===== src/rtl/win_banner_anim.sv =====
`default_nettype none
// ==========================================================================
// win_banner_anim : animated "P<tally> WON!" win screen, 2-cycle pixel path
// Rev 1.0
// ==========================================================================
module win_banner_anim #(
   parameter int          NUM_PLAYERS   = 4,
   parameter int          WINNER_W      = 3,
   parameter logic [23:0] TEXT_COLOR    = 24'hFF_FF_FF,
   parameter logic [23:0] BACKGROUND    = 24'h00_64_00,
   parameter logic [10:0] START_X       = 11'd64,
   parameter logic [10:0] START_Y       = 11'd128,
   parameter logic [10:0] LETTER_WIDTH  = 11'd64,
   parameter logic [10:0] LETTER_HEIGHT = 11'd128,
   parameter logic [10:0] LINE_WIDTH    = 11'd16,
   parameter logic [10:0] LETTER_SPACE  = 11'd32,
   parameter logic [10:0] WORD_SPACE    = 11'd64,
   parameter logic [10:0] SLIDE_DIST    = 11'd256,
   parameter logic [10:0] SLIDE_STEP    = 11'd16,
   parameter int          BLINK_FRAMES  = 8,
   parameter int          HOLD_FRAMES   = 64
) (
   input  logic                clk,
   input  logic                reset_n,
   input  logic                start,
   input  logic [WINNER_W-1:0] winner,
   input  logic                frame_tick,
   input  logic [10:0]         hcount,
   input  logic [10:0]         vcount,
   output logic [23:0]         pixel,
   output logic                busy,
   output logic                done
);

   typedef enum logic [1:0] {
      IDLE  = 2'd0,
      SLIDE = 2'd1,
      BLINK = 2'd2,
      DONE  = 2'd3
   } state_t;

   localparam int FC_W = $clog2(HOLD_FRAMES + 1);
   localparam int BC_W = $clog2(BLINK_FRAMES + 1);
   localparam logic [FC_W-1:0]     HOLD_LAST  = FC_W'(HOLD_FRAMES);
   localparam logic [BC_W-1:0]     BLINK_LAST = BC_W'(BLINK_FRAMES);
   localparam logic [WINNER_W-1:0] MAX_WIN    = WINNER_W'(NUM_PLAYERS - 1);

   // Glyph layout, all relative to each glyph's top-left corner
   localparam logic [10:0] PITCH      = LETTER_WIDTH + LETTER_SPACE;
   localparam logic [10:0] HALF_W     = LETTER_WIDTH >> 1;
   localparam logic [10:0] RIGHT_COL  = LETTER_WIDTH - LINE_WIDTH;
   localparam logic [10:0] BOTTOM_ROW = LETTER_HEIGHT - LINE_WIDTH;
   localparam logic [10:0] P_BOWL_H   = LETTER_HEIGHT >> 1;
   localparam logic [10:0] P_MID_Y    = P_BOWL_H - LINE_WIDTH;
   localparam logic [10:0] BANG_H     = 11'd80;
   localparam logic [10:0] NUM_X      = START_X + PITCH;
   localparam logic [10:0] W_X        = NUM_X + 11'(NUM_PLAYERS - 1) * LETTER_SPACE
                                        + LINE_WIDTH + WORD_SPACE;
   localparam logic [10:0] O_X        = W_X + PITCH;
   localparam logic [10:0] N_X        = O_X + PITCH;
   localparam logic [10:0] BANG_X     = N_X + PITCH;

   state_t              state_q, state_d;
   logic [10:0]         y_off_q, y_off_d;
   logic                visible_q, visible_d;
   logic [WINNER_W-1:0] win_idx_q, win_idx_d;
   logic [FC_W-1:0]     frame_cnt_q, frame_cnt_d;
   logic [BC_W-1:0]     blink_cnt_q, blink_cnt_d;
   logic                busy_q, busy_d, done_q, done_d;

   logic [10:0]         h1_q, h1_d, v1_q, v1_d, yoff1_q, yoff1_d;
   logic                vis1_q, vis1_d;
   logic [WINNER_W-1:0] win1_q, win1_d;
   logic [23:0]         pixel_q, pixel_d;

   logic [10:0]            ty;
   logic [NUM_PLAYERS-1:0] tally_hit;
   logic                   hit;

   // Inclusive rectangle test; 12-bit sums keep the right/bottom edges exact
   function automatic logic in_rect(input logic [10:0] h, input logic [10:0] v,
                                    input logic [10:0] x, input logic [10:0] y,
                                    input logic [10:0] w, input logic [10:0] ht);
      return ({1'b0, h} >= {1'b0, x}) && ({1'b0, h} <= {1'b0, x} + {1'b0, w}) &&
             ({1'b0, v} >= {1'b0, y}) && ({1'b0, v} <= {1'b0, y} + {1'b0, ht});
   endfunction

   always_comb begin
      state_d     = state_q;
      y_off_d     = y_off_q;
      visible_d   = visible_q;
      win_idx_d   = win_idx_q;
      frame_cnt_d = frame_cnt_q;
      blink_cnt_d = blink_cnt_q;
      case (state_q)
         IDLE, DONE: begin
            if (start) begin
               win_idx_d   = (winner > MAX_WIN) ? MAX_WIN : winner;
               y_off_d     = SLIDE_DIST;
               visible_d   = 1'b1;
               frame_cnt_d = '0;
               blink_cnt_d = '0;
               state_d     = SLIDE;
            end
         end
         SLIDE: begin
            if (frame_tick) begin
               if (y_off_q <= SLIDE_STEP) begin
                  y_off_d     = '0;
                  frame_cnt_d = '0;
                  blink_cnt_d = '0;
                  visible_d   = 1'b1;
                  state_d     = BLINK;
               end else begin
                  y_off_d = y_off_q - SLIDE_STEP;
               end
            end
         end
         BLINK: begin
            if (frame_tick) begin
               frame_cnt_d = frame_cnt_q + FC_W'(1);
               blink_cnt_d = blink_cnt_q + BC_W'(1);
               if (blink_cnt_d == BLINK_LAST) begin
                  blink_cnt_d = '0;
                  visible_d   = ~visible_q;
               end
               if (frame_cnt_d == HOLD_LAST) begin
                  visible_d = 1'b1;
                  state_d   = DONE;
               end
            end
         end
         default: state_d = IDLE;
      endcase
      busy_d = (state_q == SLIDE) || (state_q == BLINK);
      done_d = (state_q == DONE);
   end

   assign ty = START_Y + yoff1_q;

   for (genvar i = 0; i < NUM_PLAYERS; i++) begin : g_tally
      localparam logic [10:0]         BAR_X   = NUM_X + 11'(i) * LETTER_SPACE;
      localparam logic [WINNER_W-1:0] BAR_IDX = WINNER_W'(i);
      assign tally_hit[i] = (BAR_IDX <= win1_q) &&
                            in_rect(h1_q, v1_q, BAR_X, ty, LINE_WIDTH, LETTER_HEIGHT);
   end

   always_comb begin
      h1_d    = hcount;
      v1_d    = vcount;
      yoff1_d = y_off_q;
      vis1_d  = visible_q;
      win1_d  = win_idx_q;

      hit = |tally_hit;
      hit = hit | in_rect(h1_q, v1_q, START_X,             ty,           LINE_WIDTH,   LETTER_HEIGHT);
      hit = hit | in_rect(h1_q, v1_q, START_X + LINE_WIDTH, ty,           HALF_W,       LINE_WIDTH);
      hit = hit | in_rect(h1_q, v1_q, START_X + LINE_WIDTH, ty + P_MID_Y, HALF_W,       LINE_WIDTH);
      hit = hit | in_rect(h1_q, v1_q, START_X + RIGHT_COL,  ty,           LINE_WIDTH,   P_BOWL_H);
      hit = hit | in_rect(h1_q, v1_q, W_X,                 ty,           LINE_WIDTH,   LETTER_HEIGHT);
      hit = hit | in_rect(h1_q, v1_q, W_X + HALF_W,        ty,           LINE_WIDTH,   LETTER_HEIGHT);
      hit = hit | in_rect(h1_q, v1_q, W_X + LETTER_WIDTH,  ty,           LINE_WIDTH,   LETTER_HEIGHT);
      hit = hit | in_rect(h1_q, v1_q, W_X,                 ty + BOTTOM_ROW, LETTER_WIDTH, LINE_WIDTH);
      hit = hit | in_rect(h1_q, v1_q, O_X,                 ty,           LINE_WIDTH,   LETTER_HEIGHT);
      hit = hit | in_rect(h1_q, v1_q, O_X + RIGHT_COL,     ty,           LINE_WIDTH,   LETTER_HEIGHT);
      hit = hit | in_rect(h1_q, v1_q, O_X,                 ty,           LETTER_WIDTH, LINE_WIDTH);
      hit = hit | in_rect(h1_q, v1_q, O_X,                 ty + BOTTOM_ROW, LETTER_WIDTH, LINE_WIDTH);
      hit = hit | in_rect(h1_q, v1_q, N_X,                 ty,           LINE_WIDTH,   LETTER_HEIGHT);
      hit = hit | in_rect(h1_q, v1_q, N_X + RIGHT_COL,     ty,           LINE_WIDTH,   LETTER_HEIGHT);
      hit = hit | in_rect(h1_q, v1_q, N_X,                 ty,           LETTER_WIDTH, LINE_WIDTH);
      hit = hit | in_rect(h1_q, v1_q, BANG_X,              ty,           LINE_WIDTH,   BANG_H);

      pixel_d = (hit && vis1_q && (state_q != IDLE)) ? TEXT_COLOR : BACKGROUND;
   end

   always_ff @(posedge clk or negedge reset_n) begin
      if (!reset_n) begin
         state_q     <= IDLE;
         y_off_q     <= '0;
         visible_q   <= 1'b0;
         win_idx_q   <= '0;
         frame_cnt_q <= '0;
         blink_cnt_q <= '0;
         busy_q      <= 1'b0;
         done_q      <= 1'b0;
         h1_q        <= '0;
         v1_q        <= '0;
         yoff1_q     <= '0;
         vis1_q      <= 1'b0;
         win1_q      <= '0;
         pixel_q     <= '0;
      end else begin
         state_q     <= state_d;
         y_off_q     <= y_off_d;
         visible_q   <= visible_d;
         win_idx_q   <= win_idx_d;
         frame_cnt_q <= frame_cnt_d;
         blink_cnt_q <= blink_cnt_d;
         busy_q      <= busy_d;
         done_q      <= done_d;
         h1_q        <= h1_d;
         v1_q        <= v1_d;
         yoff1_q     <= yoff1_d;
         vis1_q      <= vis1_d;
         win1_q      <= win1_d;
         pixel_q     <= pixel_d;
      end
   end

   assign pixel = pixel_q;
   assign busy  = busy_q;
   assign done  = done_q;

endmodule
`default_nettype wire

===== config.mk =====
export PLATFORM = sky130hd
export DESIGN_NAME = win_banner_anim
export DESIGN_NICKNAME = d
export VERILOG_FILES = /design/src/rtl/win_banner_anim.sv
export SDC_FILE = /design/constraint.sdc
export NUM_CORES = 1
export LEC_CHECK = 0
export ABC_AREA = 1
export CAP_MARGIN = 20
export CORE_MARGIN = 5
export CORE_UTILIZATION = 59
export CTS_BUF_LIST = sky130_fd_sc_hd__clkbuf_4 sky130_fd_sc_hd__clkbuf_8
export CTS_CLUSTER_SIZE = 28
export DETAILED_ROUTE_END_ITERATION = 7
export PLACE_DENSITY = 0.91
export SLEW_MARGIN = 5
export SYNTH_ARGS = -nofsm -noshare
export SYNTH_HDL_FRONTEND = slang
export SYNTH_SLANG_ARGS = --single-unit

===== constraint.sdc =====
create_clock -name clk -period 3.3 [get_ports clk]
set_input_delay 0.99 -clock clk [delete_from_list [all_inputs] [get_ports clk]]
set_output_delay 0.99 -clock clk [all_outputs]
set_load 0.01 [all_outputs]

== Word-level counts from Yosys, hierarchy flattened ==
Index checks and enable logic that the tools add are counted.
Word-level totals
  latch bits: 0
  output and inout bits: 26
  memories: 0
  bits of input ports: 29
  bits in writable memories: 0
  memory bits (read-only): 0
  register bits: 91
  word-level logic and storage cells: 205
Cells by class
  equality and inequality tests: 11
  reductions and logical operators: 75
  add/subtract/negate cells: 12
  multiplexer cells: 30
  div/mod/pow operators: 0
  bitwise gates (word level): 17
  multiply operators: 0
  order comparisons: 46
  shifts and indexed selects: 0
Operator list (number)
  11-bit by 9-bit <= comparator with 1-bit output, second input constant: 7
  11-bit by 12-bit <= comparator with 1-bit output: 6
  11-bit by 9-bit >= comparator with 1-bit output, second input constant: 6
  1-bit logical AND: 64
  11-bit by 8-bit <= comparator with 1-bit output, second input constant: 4
  11-bit by 5-bit adder with 12-bit output, second input constant: 3
  11-bit by 10-bit >= comparator with 1-bit output, second input constant: 3
  11-bit >= comparator: 3
  11-bit by 7-bit >= comparator with 1-bit output, second input constant: 3
  11-bit by 8-bit >= comparator with 1-bit output, second input constant: 3
  11-bit by 10-bit <= comparator with 1-bit output, second input constant: 3
  11-bit two-way mux: 3
  7-bit two-way mux: 4
  11-bit by 7-bit adder with 12-bit output, second input constant: 2
  24-bit two-way mux: 1
  11-bit by 7-bit <= comparator with 1-bit output, second input constant: 2
  11-bit one-hot mux with 2 select lines: 1
  7-bit one-hot mux with 3 select lines: 1
  4-bit two-way mux: 5
  1-bit bitwise OR: 16
  11-bit by 8-bit adder with 12-bit output, second input constant: 1
  4-bit one-hot mux with 3 select lines: 1
  11-bit by 6-bit adder with 11-bit output, second input constant: 1
  11-bit by 7-bit adder with 11-bit output, second input constant: 1
  other kinds (29): 47

== Longest topological paths before layout ==
Gate-level depths: netlist (run 1).
  word-level depth: 25
  mapped depth: 24
  depth with buffers taken out: 23

== Worst setup path before layout (run 1) ==
OpenSTA, ideal clock, no wires.
  path kind: reg-to-reg
  start: register yoff1_q[7]
  end: register pixel_q[22] (netlist: pixel[22])
  period minus slack after synthesis: 2.686 ns
  buffers on the path: 2
  cell stages (with the launch flop): 21
  setup time: 0.113 ns
  arrival: 2.573 ns
  slack: 0.614 ns
  data required time: 3.187 ns
  cells stage by stage: dfrtp_1 -> buf_4 -> inv_1 -> ha_1 -> buf_4 -> inv_1 -> nand3_1 -> inv_1 -> nand2_1 -> nand2_1 -> o21ai_0 -> ha_1 -> and3_1 -> a31oi_1 -> nand2_1 -> nand2_1 -> inv_1 -> a21oi_1 -> nand3_1 -> nand2_1 -> inv_1
On the way
  word-level cells in the longest chain between the ends: 25
  elaborated cells on any way between the ends: 82
  those cells by class: add/sub: 9; order compare: 9; mux: 1; bitwise: 16; reduce/logical: 47
Ends and longest elaborated chain
  start, declared: line 71  | logic [10:0] h1_q, h1_d, v1_q, v1_d, yoff1_q, yoff1_d;
  start signal, assigned: line 203  | yoff1_q <= yoff1_d;
  8-bit by 11-bit adder with 11-bit output *: line 139  | assign ty = START_Y + yoff1_q;
  parallel branches: the longest is 20 deep, another holds 11-bit by 5-bit adder with 12-bit output
  1-bit bitwise OR *: line 171  | hit = hit | in_rect(h1_q, v1_q, BANG_X, ty, LINE_WIDTH, BANG_H);
  1-bit logical AND * (2 in series): line 173  | pixel_d = (hit && vis1_q && (state_q != IDLE)) ? TEXT_COLOR : BACKGROUND;
  24-bit two-way mux *: line 173
  end signal, assigned: line 206  | pixel_q <= pixel_d;
  end, declared: line 74  | logic [23:0] pixel_q, pixel_d;
Every way passes the cells marked *.
A chain may end at the register's enable or synchronous reset.

== Worst setup path after layout (run 1) ==
  start: register yoff1_q[4]
  end: register pixel_q[22] (netlist: pixel[22])
Same word-level chain as after synthesis.

==> impl_metrics.toml, run 1 <==
[cts]
clkSlewWorstSetupHoldPaths_ns = 0.07
cts_tree = "done"
numCtsBuffers = 9
root_buffer = "clkbuf_8"
clkSinkCount = 61
clk_latency_ns = 0.33
cts_buffer_depth = 2
htree_levels = 3
ctsHoldBuffers = 0
postCtsSetupRepairBufs = 0

[pwr]
p_per_area_nw_per_um2 = 897
ir_worst_vdd_v = 0.000561
leakage_uw = 0.00290

[placed_design]
dp_cells = 831
portBuffers = 54
hpwl_um = 9770
routabilityCongestion = 1.03
post-place-ws_ns = 0.417

[finish]
nets = 831
drive_above_1_share = 0.0581
final_cells = 845
final_util = 0.692
syn2layout_area_growth_pct = 13.0
diodes = 0

[synth]
synthMostInstantiatedCell = "nand2_1"
synth_edf_count = 0
synth_top_area_cell = "dfrtp_1"
synth_cells = 698
synth.area.top_cells = "dfrtp_1 30%, ha_1 16%, nand2_1 14%, inv_1 5.9%, nor2_1 5.2%"
synth.avg_cell_area_um2 = 7.28
syn-num-nets = 792
yosysTopAreaCellShare = 0.300
synthDistinctLibCells = 39
yosys_warnings = 0
ys_ff_latch = 61
netlist_area_um2 = 5080
synthTopCellsByCount = "185 x nand2_1, 80 x inv_1, 70 x nor2_1"
synth-async-reset-ratio = 1.00
ys.flop_type = "dfrtp_1"
yosysSeqAreaShare = 0.300

[global_routing]
grt_pass1_vias = 4587
grt_pass1_wl_um = 20600
antenna_found_initial = 0
grt_start_max_net_pins = 30
grt_usage = 0.246
grt-ovfl-total = 0

[worst_hold_path]
min-delay-path-class = "flip-flop to flip-flop"
worstHoldEndpoint = "win1_q[2]"
hold_depth = 0
hp-start = "win1_d[2]"

[run]
drv_cap = 0

[timing]
skew_ns = 0.00958
tightest_slew_ns = 0.500
fmax_ghz = 0.348
totalNegativeSetupSlack_ns = 0
max_slew_margin = 0.666
setup_viol = 0
fin_crit_ns = 2.88
slew_viol_final = 0
timing_hold_violations_final = 0
rsz0062_at_grt = "no"
fin_ws_ns = 0.423
post-route-period-util = 0.872

[die]
core_area_um2 = 8300
ios = 55
row_count = 33
initial_utilization = 0.613
die_x_um = 103
die_h_um = 103
die_area_um2 = 10600

[setup_path]
r2r_start = "yoff1_q[4]"
rr_endpoint = "pixel[22]"
path_max_fanout = 6
r2r_cells = 22
critPathCaptureType = "flip-flop"
startpoint = "yoff1_q[4]"
r2r_slack_ns = 0.42
start_kind = "flip-flop"
worstSetupPathType = "flip-flop to flip-flop"
cp_data_required_time_ns = 3.53
cp.arrival_ns = 3.11

[route]
routed-via-count = 4620
first_iter_violations = 269
wl_um = 12200
viasPerCell = 5.47
first_pass_iters = 5
postRouteAntennaNets = 0
routedWlPerCell_um = 14.4
drcViolationCount = 0

[outcome]
status = "complete, no violations"
through the flow:
stage / cell area (um^2) / power (uW) / hold slack (ns)
after CTS: 5750 / 5130 / 0.375
after detailed placement: 5570 / 4490 / 0.361
after global routing: 5750 / 5710 / 0.378
after floorplan: 5080 / 3690 / 0.354
after global placement: 5570 / 4340 / 0.360
final: 5750 / 5150 / 0.376
cell usage in the layout (no fill, tap or decap), types with 2 or more instances in the layout:
cell type        instances
nand2_2                  4
nand3_1                 49
o21a_1                   3
nand4_1                 10
o21ai_0                 24
dfrtp_1                 60
clkbuf_8                 9
buf_4                    3
o21ai_1                  9
nor2_2                   5
nand2_1                185
nor3_1                  10
o2111ai_1                2
nor2_4                   2
clkdlybuf4s50_1         53
a21o_1                   2
inv_2                    6
xnor2_1                 12
nor2_1                  70
ha_1                    65
a21oi_1                 30
and3_1                   2
clkinv_2                 3
inv_1                   80
xor2_1                  17
o22ai_1                  5
nand3b_1                 3
layer usage:
metal | wire, um | track usage | part of all wire
met5 | 0 | 0 | 0
met2 | 5910 | 0.414 | 0.48
met1 | 5330 | 0.320 | 0.44
met4 | 275 | 0.0946 | 0.023
met3 | 666 | 0.0372 | 0.055
report_power, final:
group,leakage (uW),switching (uW),internal [uW]
registers,0.000743,198,902
clock network,0.0000947,281,337
logic,0.00206,2050,1380
sequential cells by signal, summed over array words and instances, names as in the netlist:
signal,count
win1_q,3
blink_cnt_q,4
state_q,2
busy,1
win1_d,3
yoff1_q,7
h1_q,11
vis1_d,1
done,1
y_off_q,7
frame_cnt_q,7
vis1_q,1
v1_q,11
pixel,2
repair_timing:
item / CTS / global route
gates resized for setup: 0 / 1
endpoints found under the hold margin: 0 / 0
setup endpoints to repair: 0 / 1
area by class of cell:
cell class	instances	area, um^2
multi-input cells	521	3020
fillers	662	2550
flip-flops and latches	61	1530
repair buffers	57	558
inverters	87	329
well taps	105	131
clock buffers	9	124
clock inverters	5	53.8
logic make-up after synthesis:
family                     count (synthesis)  synth area share
DFF                                       61             0.300
AOI/OAI and AO/OA                         81            0.0898
xor gates and xnor gates                  31            0.0563
other                                      1          0.000737
and+or+nand+nor                          343             0.288
buffers and inverters                    116             0.105
adders and majority gates                 65             0.160
worst max-delay path: stages (launching register included):
cell and delay [ns]:
dfrtp_2 0.47, inv_1 0.16, ha_1 0.35, inv_2 0.08, nand2_1 0.06, nand2_1 0.10, xor2_2 0.27, nor2_1 0.11
xnor2_1 0.14, ha_1 0.30, nand2_1 0.06, inv_1 0.06, nand2_1 0.05, nand2_1 0.05, nand2_1 0.05, nand2_1 0.05
nand3_1 0.06, nand2_1 0.05, inv_1 0.04, a21oi_1 0.10, nand3_1 0.07, nand2_1 0.06, inv_1 0.03
worst max-delay path by stage:
stage | to | slack (ns) | cells after the start
2_1_floorplan | pixel[22] | 0.61 | 20
5_1_grt | pixel[22] | 0.05 | 21
3_5_place_dp | pixel[22] | 0.42 | 22
3_3_place_gp | pixel[22] | 0.37 | 22
4_1_cts | pixel[22] | 0.41 | 22
6_report | pixel[22] | 0.42 | 22
No activity file was read; power rests on OpenSTA's default activity.
==> inputs of run 2 (changes only) <==
--- a/config.mk
+++ b/config.mk
@@ -8,12 +8,12 @@
 export ABC_AREA = 1
 export CAP_MARGIN = 20
 export CORE_MARGIN = 5
-export CORE_UTILIZATION = 59
+export CORE_UTILIZATION = 30
 export CTS_BUF_LIST = sky130_fd_sc_hd__clkbuf_4 sky130_fd_sc_hd__clkbuf_8
 export CTS_CLUSTER_SIZE = 28
 export DETAILED_ROUTE_END_ITERATION = 7
-export PLACE_DENSITY = 0.91
-export SLEW_MARGIN = 5
+export PLACE_DENSITY = 0.56
+export SLEW_MARGIN = 20
 export SYNTH_ARGS = -nofsm -noshare
 export SYNTH_HDL_FRONTEND = slang
 export SYNTH_SLANG_ARGS = --single-unit
==> run 2 against run 1 <==
  * Worst setup slack got worse by 0.046 ns
  * Clock skew barely moved
  * Register-to-register slack got worse by 0.05 ns
  * Largest cell class unchanged
  * Combinational power barely moved
  * Sequential share of layout area fell by 0.98 points
==> impl_metrics.toml, run 2 (synthesis gave the netlist of run 1 again) <==
[setup_path]
path_cells = "inv_1, ha_1, inv_2, nand2_1, nand2_1, xor2_2, nor2_1, xnor2_1, ha_1, nand2_1, inv_1, nand2_1, nand2_1, nand2_1, nand2_1, nand3_1, nand2_1, inv_1, a21oi_1, nand3_1, nand2_1, inv_1"
r2r_cells = 22
rr_endpoint = "pixel[22]"
cp_data_required_time_ns = 3.54
cp.arrival_ns = 3.16
path_max_fanout = 6
r2r_slack_ns = 0.38
cpPeakStageDelay_ns = 0.46
startpoint = "yoff1_q[4]"
cp_slowest_cell = "dfrtp_1"
start_kind = "flip-flop"
worstSetupPathType = "flip-flop to flip-flop"
r2r_start = "yoff1_q[4]"
path_common_cell = "nand2_1"
critPathCaptureType = "flip-flop"

[finish]
seq_area_um2 = 1530
reg.largest.list = "h1_q: 11 flops, v1_q: 11 flops"
mostFrequentLayoutCells = "185 x nand2_1, 80 x inv_1, 70 x nor2_1"
syn2layout_area_growth_pct = 17.2
diodes = 0
drive_above_1_share = 0.0631
nFillCells = 1792
nets = 834
multi_input_area_um2 = 3020
layout_commonest_cell = "nand2_1"

[pwr]
p_comb_frac = 0.656
p_seq_frac = 0.209
internal_power_uw = 2720
p_per_area_nw_per_um2 = 873
ir_worst_vdd_v = 0.000292
power.switching_uw = 2490
leakage_uw = 0.00293
finalPower_uw = 5210
pwr-share-clk = 0.136
swShare = 0.477

[timing]
slew_viol_final = 0
rsz0062_at_grt = "no"
skew_ns = 0.00924
max_slew_margin = 0.611
fin_ws_ns = 0.377
fin_crit_ns = 2.92
totalNegativeSetupSlack_ns = 0
setup_viol = 0
timing_hold_violations_final = 0
post-route-period-util = 0.886
hold-worst-slack_ns = 0.381
tightest_slew_ns = 0.583
fmax_ghz = 0.342

[worst_hold_path]
hold_depth = 0
min-delay-path-class = "flip-flop to flip-flop"
worstHoldEndpoint = "win1_q[2]"
hp-start = "win1_d[2]"

[route]
postRouteAntennaNets = 0
first_pass_iters = 5
drcViolationCount = 0
first_iter_violations = 176
wl_um = 12100
viasPerCell = 4.60
routed-via-count = 4441
routedWlPerCell_um = 12.5

[die]
initial_utilization = 0.307
die_x_um = 140
ios = 55
row_count = 47
die_h_um = 140
die_area_um2 = 19700
core_area_um2 = 16600

[cts]
cts_buffer_depth = 2
clkSlewWorstSetupHoldPaths_ns = 0.07
clkSinkCount = 61
postCtsSetupRepairBufs = 0
cts_resized = 0
root_buffer = "clkbuf_8"
numCtsBuffers = 9
ctsHoldBuffers = 0
cts_tree = "done"
clk_latency_ns = 0.34
htree_levels = 3

[run]
drv_cap = 0

[global_routing]
grt-ovfl-total = 0
grt_pass1_wl_um = 20400
grt_usage = 0.125
antenna_found_initial = 0
grt_pass1_vias = 4299
grt_start_max_net_pins = 39

[outcome]
status = "complete, no violations"

[placed_design]
post-place-ws_ns = 0.379
portBuffers = 54
routabilityCongestion = 0.915
hpwl_um = 9800
-- run 2: how the worst max path moves through the flow --
stage | to | slack (ns)
6_report | pixel[22] | 0.38
5_1_grt | pixel[22] | 0.07
4_1_cts | pixel[22] | 0.35
3_5_place_dp | pixel[22] | 0.38
3_3_place_gp | pixel[22] | 0.36
2_1_floorplan | pixel[22] | 0.61
-- run 2: stage by stage --
step	util	std cells	instance area [um^2]
final	0.360	965	5960
after floorplan	-	698	5080
after global routing	0.360	965	5960
after detailed placement	0.347	949	5750
after CTS	0.360	965	5960
after global placement	0.347	949	5750
-- run 2: per-layer routing --
metal	global-route usage	wire length, um	vias to the layer above
met4	0.0637	445	0
met2	0.203	5520	99
li1	-	-	2325
met5	0	0	-
met3	0.0187	532	28
met1	0.162	5580	1989
-- run 2: final cells by class --
class                      instances  share of cell area
timing repair buffer              60              0.0995
sequential                        61               0.256
tap                              220              0.0462
clock buffer                      13              0.0290
multi-input combinational        521               0.507
inverter                          87              0.0552
clock inverter                     3             0.00714
-- run 2: power by group through the flow --
stage | logic [uW] | registers, uW | clock network [uW]
after CTS | 3460 | 1090 | 740
after floorplan | 2630 | 1060 | 0
final | 3410 | 1090 | 706
after detailed placement | 3440 | 1100 | 0
after global placement | 3440 | 1100 | 0
after global routing | 3950 | 1120 | 770
-- run 2: worst max-delay path, delay by kind of cell (launching register included) --
family / cells / cell delay, ns
xor+xnor: 2 / 0.39
simple gates: 12 / 0.83
compound gates: 1 / 0.11
buf+inv: 5 / 0.37
fa+ha+maj: 2 / 0.62
flops: 1 / 0.46
==> inputs of run 3 (changes only) <==
--- a/config.mk
+++ b/config.mk
@@ -12,7 +12,7 @@
 export CTS_BUF_LIST = sky130_fd_sc_hd__clkbuf_4 sky130_fd_sc_hd__clkbuf_8
 export CTS_CLUSTER_SIZE = 28
 export DETAILED_ROUTE_END_ITERATION = 7
-export PLACE_DENSITY = 0.56
+export PLACE_DENSITY = 0.57
 export SLEW_MARGIN = 20
 export SYNTH_ARGS = -nofsm -noshare
 export SYNTH_HDL_FRONTEND = slang
==> constraint.sdc (replaced) <==
create_clock -name clk -period 2.35 [get_ports clk]
set_input_delay 0.705 -clock clk [delete_from_list [all_inputs] [get_ports clk]]
set_output_delay 0.705 -clock clk [all_outputs]
set_load 0.01 [all_outputs]
==> run 3 against run 2 <==
  * The flow now finishes with violations (setup timing)
  * Non-clock buffer count rose by 61
  * Largest power group unchanged
  * First-iteration DRC count rose by 20%
  * Worst setup slack got worse by 0.54 ns
  * Routed wire length rose by 5.1%
==> impl_metrics.toml, run 3 (synthesis gave the netlist of run 1 again) <==
[setup_path]
path_common_cell = "nand2_1"
cp.arrival_ns = 2.77
critPathBufInv = 6
cp_slowest_cell = "dfrtp_2"
worstSetupPathType = "flip-flop to flip-flop"
cp_data_required_time_ns = 2.60
r2r_slack_ns = -0.16
crit_family = "buffers and inverters"
start_kind = "flip-flop"
path_max_fanout = 6
critPathCaptureType = "flip-flop"
cpPeakStageDelay_ns = 0.47
path_cells = "inv_8, ha_4, buf_12, xor2_4, buf_4, xnor2_1, ha_1, nand2_1, inv_1, nand2_1, nand2_1, nand2_1, nand2_1, nand3_1, nand2_1, inv_1, a21oi_1, nand3_1, nand2_1, inv_1"

[route]
viasPerCell = 4.55
first_pass_iters = 4
wl_um = 12700
postRouteAntennaNets = 0
routed-via-count = 4670
drcViolationCount = 0
first_iter_violations = 211
routedWlPerCell_um = 12.4

[timing]
slew_viol_final = 0
post-route-period-util = 1.07
timing_hold_violations_final = 0
max_slew_margin = 0.639
skew_ns = 0.0111
fmax_ghz = 0.398
fin_crit_ns = 2.51
rsz0062_at_grt = "yes"
totalNegativeSetupSlack_ns = -0.922
tightest_slew_ns = 0.541
setup_viol = 22
fin_ws_ns = -0.164

[global_routing]
grt_usage = 0.131
antenna_found_initial = 0
grt-ovfl-total = 0
grt_pass1_vias = 4518
grt_start_max_net_pins = 62
grt_pass1_wl_um = 21200

[finish]
nFillCells = 1703
seq_area_um2 = 1530
drive_above_1_share = 0.166
final_util = 0.400
reg.largest.list = "h1_q: 11 flops, v1_q: 11 flops"
design_area_um2 = 6630
layout_commonest_cell = "nand2_1"
mostFrequentLayoutCells = "181 x nand2_1, 75 x inv_1, 65 x buf_4"
diodes = 0
nets = 895
syn2layout_area_growth_pct = 30.4
multi_input_area_um2 = 3160

[cts]
cts_tree = "done"
htree_levels = 3
numCtsBuffers = 9
clkSlewWorstSetupHoldPaths_ns = 0.07
clkSinkCount = 61
clk_latency_ns = 0.35
root_buffer = "clkbuf_8"
ctsHoldBuffers = 0
cts_buffer_depth = 2

[placed_design]
hpwl_um = 10300
routabilityCongestion = 0.912
portBuffers = 54
place_area_um2 = 6260

[outcome]
status = "finished with violations"
violations = "setup timing"

[pwr]
p_per_area_nw_per_um2 = 1330
ir_worst_vdd_v = 0.000764
leakage_uw = 0.00327
finalPower_uw = 8810

[die]
die_area_um2 = 19700
row_count = 47
initial_utilization = 0.307
die_x_um = 140
core_area_um2 = 16600
ios = 55
die_h_um = 140

[run]
drv_cap = 0

[worst_hold_path]
min-delay-path-class = "input port to asynchronous set/reset pin"
[run 3: cell types whose count changed in the layout (fill, tap and decap cells not counted), sizes merged]
cell	previous run	this run
buf	7	68
bufinv	1	3
clkinv	1	0
clkinvlp	1	0
[run 3: report_power, final]
part / switching, uW / internal (uW) / total, uW
Combinational: 3150 / 2890 / 6040
Clock: 428 / 804 / 1230
Sequential: 266 / 1270 / 1530
Total: 3850 / 4960 / 8810
[run 3: metal layers]
layer	up-vias	global-route usage	share of wire	wire length (um)
met5	-	0	0	0
met4	0	0.0525	0.030	375
met3	23	0.0245	0.042	530
met2	90	0.217	0.47	5950
met1	2097	0.169	0.46	5840
li1	2460	-	-	-
[run 3: worst paths after layout]
kind / startpoint / endpoint / cells after the start
min reg2reg: win1_d[2] / win1_q[2] / 0
max reg2reg: yoff1_q[7] / pixel[22] / 20
max in group asynchronous: reset_n / yoff1_q[6] / 2
min in group clk: win1_d[2] / win1_q[2] / 0
min: reset_n / win1_d[0] / 2
max: yoff1_q[7] / pixel[22] / 20
[run 3: metrics by stage]
| stage | hold slack, ns | setup slack (ns) | instances |
|---|---|---|---|
| 3_3_place_gp | 0.365 | -0.218 | 1007 |
| 4_1_cts | 0.348 | -0.184 | 1023 |
| 6_report | 0.355 | -0.164 | 1026 |
| 3_5_place_dp | 0.366 | -0.262 | 1007 |
| 5_1_grt | 0.380 | -0.379 | 1026 |
| 2_1_floorplan | 0.354 | -0.0937 | 698 |
[run 3: final cells by class]
class / count / area share
well taps: 220 / 0.0415
flip-flops and latches: 61 / 0.231
repair buffers: 121 / 0.160
inverters: 87 / 0.0515
multi-input cells: 521 / 0.476
clock buffers: 13 / 0.0260
clock inverters: 3 / 0.0136
[run 3: worst reg2reg max path, stage by stage, from the launching register on]
cell     delay (ns)
dfrtp_2        0.47
inv_8          0.10
ha_4           0.24
buf_12         0.14
xor2_4         0.19
buf_4          0.14
xnor2_1        0.12
ha_1           0.27
nand2_1        0.05
inv_1          0.06
nand2_1        0.05
nand2_1        0.06
nand2_1        0.05
nand2_1        0.05
nand3_1        0.06
nand2_1        0.06
inv_1          0.04
a21oi_1        0.11
nand3_1        0.08
nand2_1        0.07
inv_1          0.03
[run 3: repair_timing]
item | in CTS | in global routing
pin swaps | 3 | 5
resized for setup | 5 | 12
setup buffers | 0 | 3
setup endpoints to repair | 22 | 22
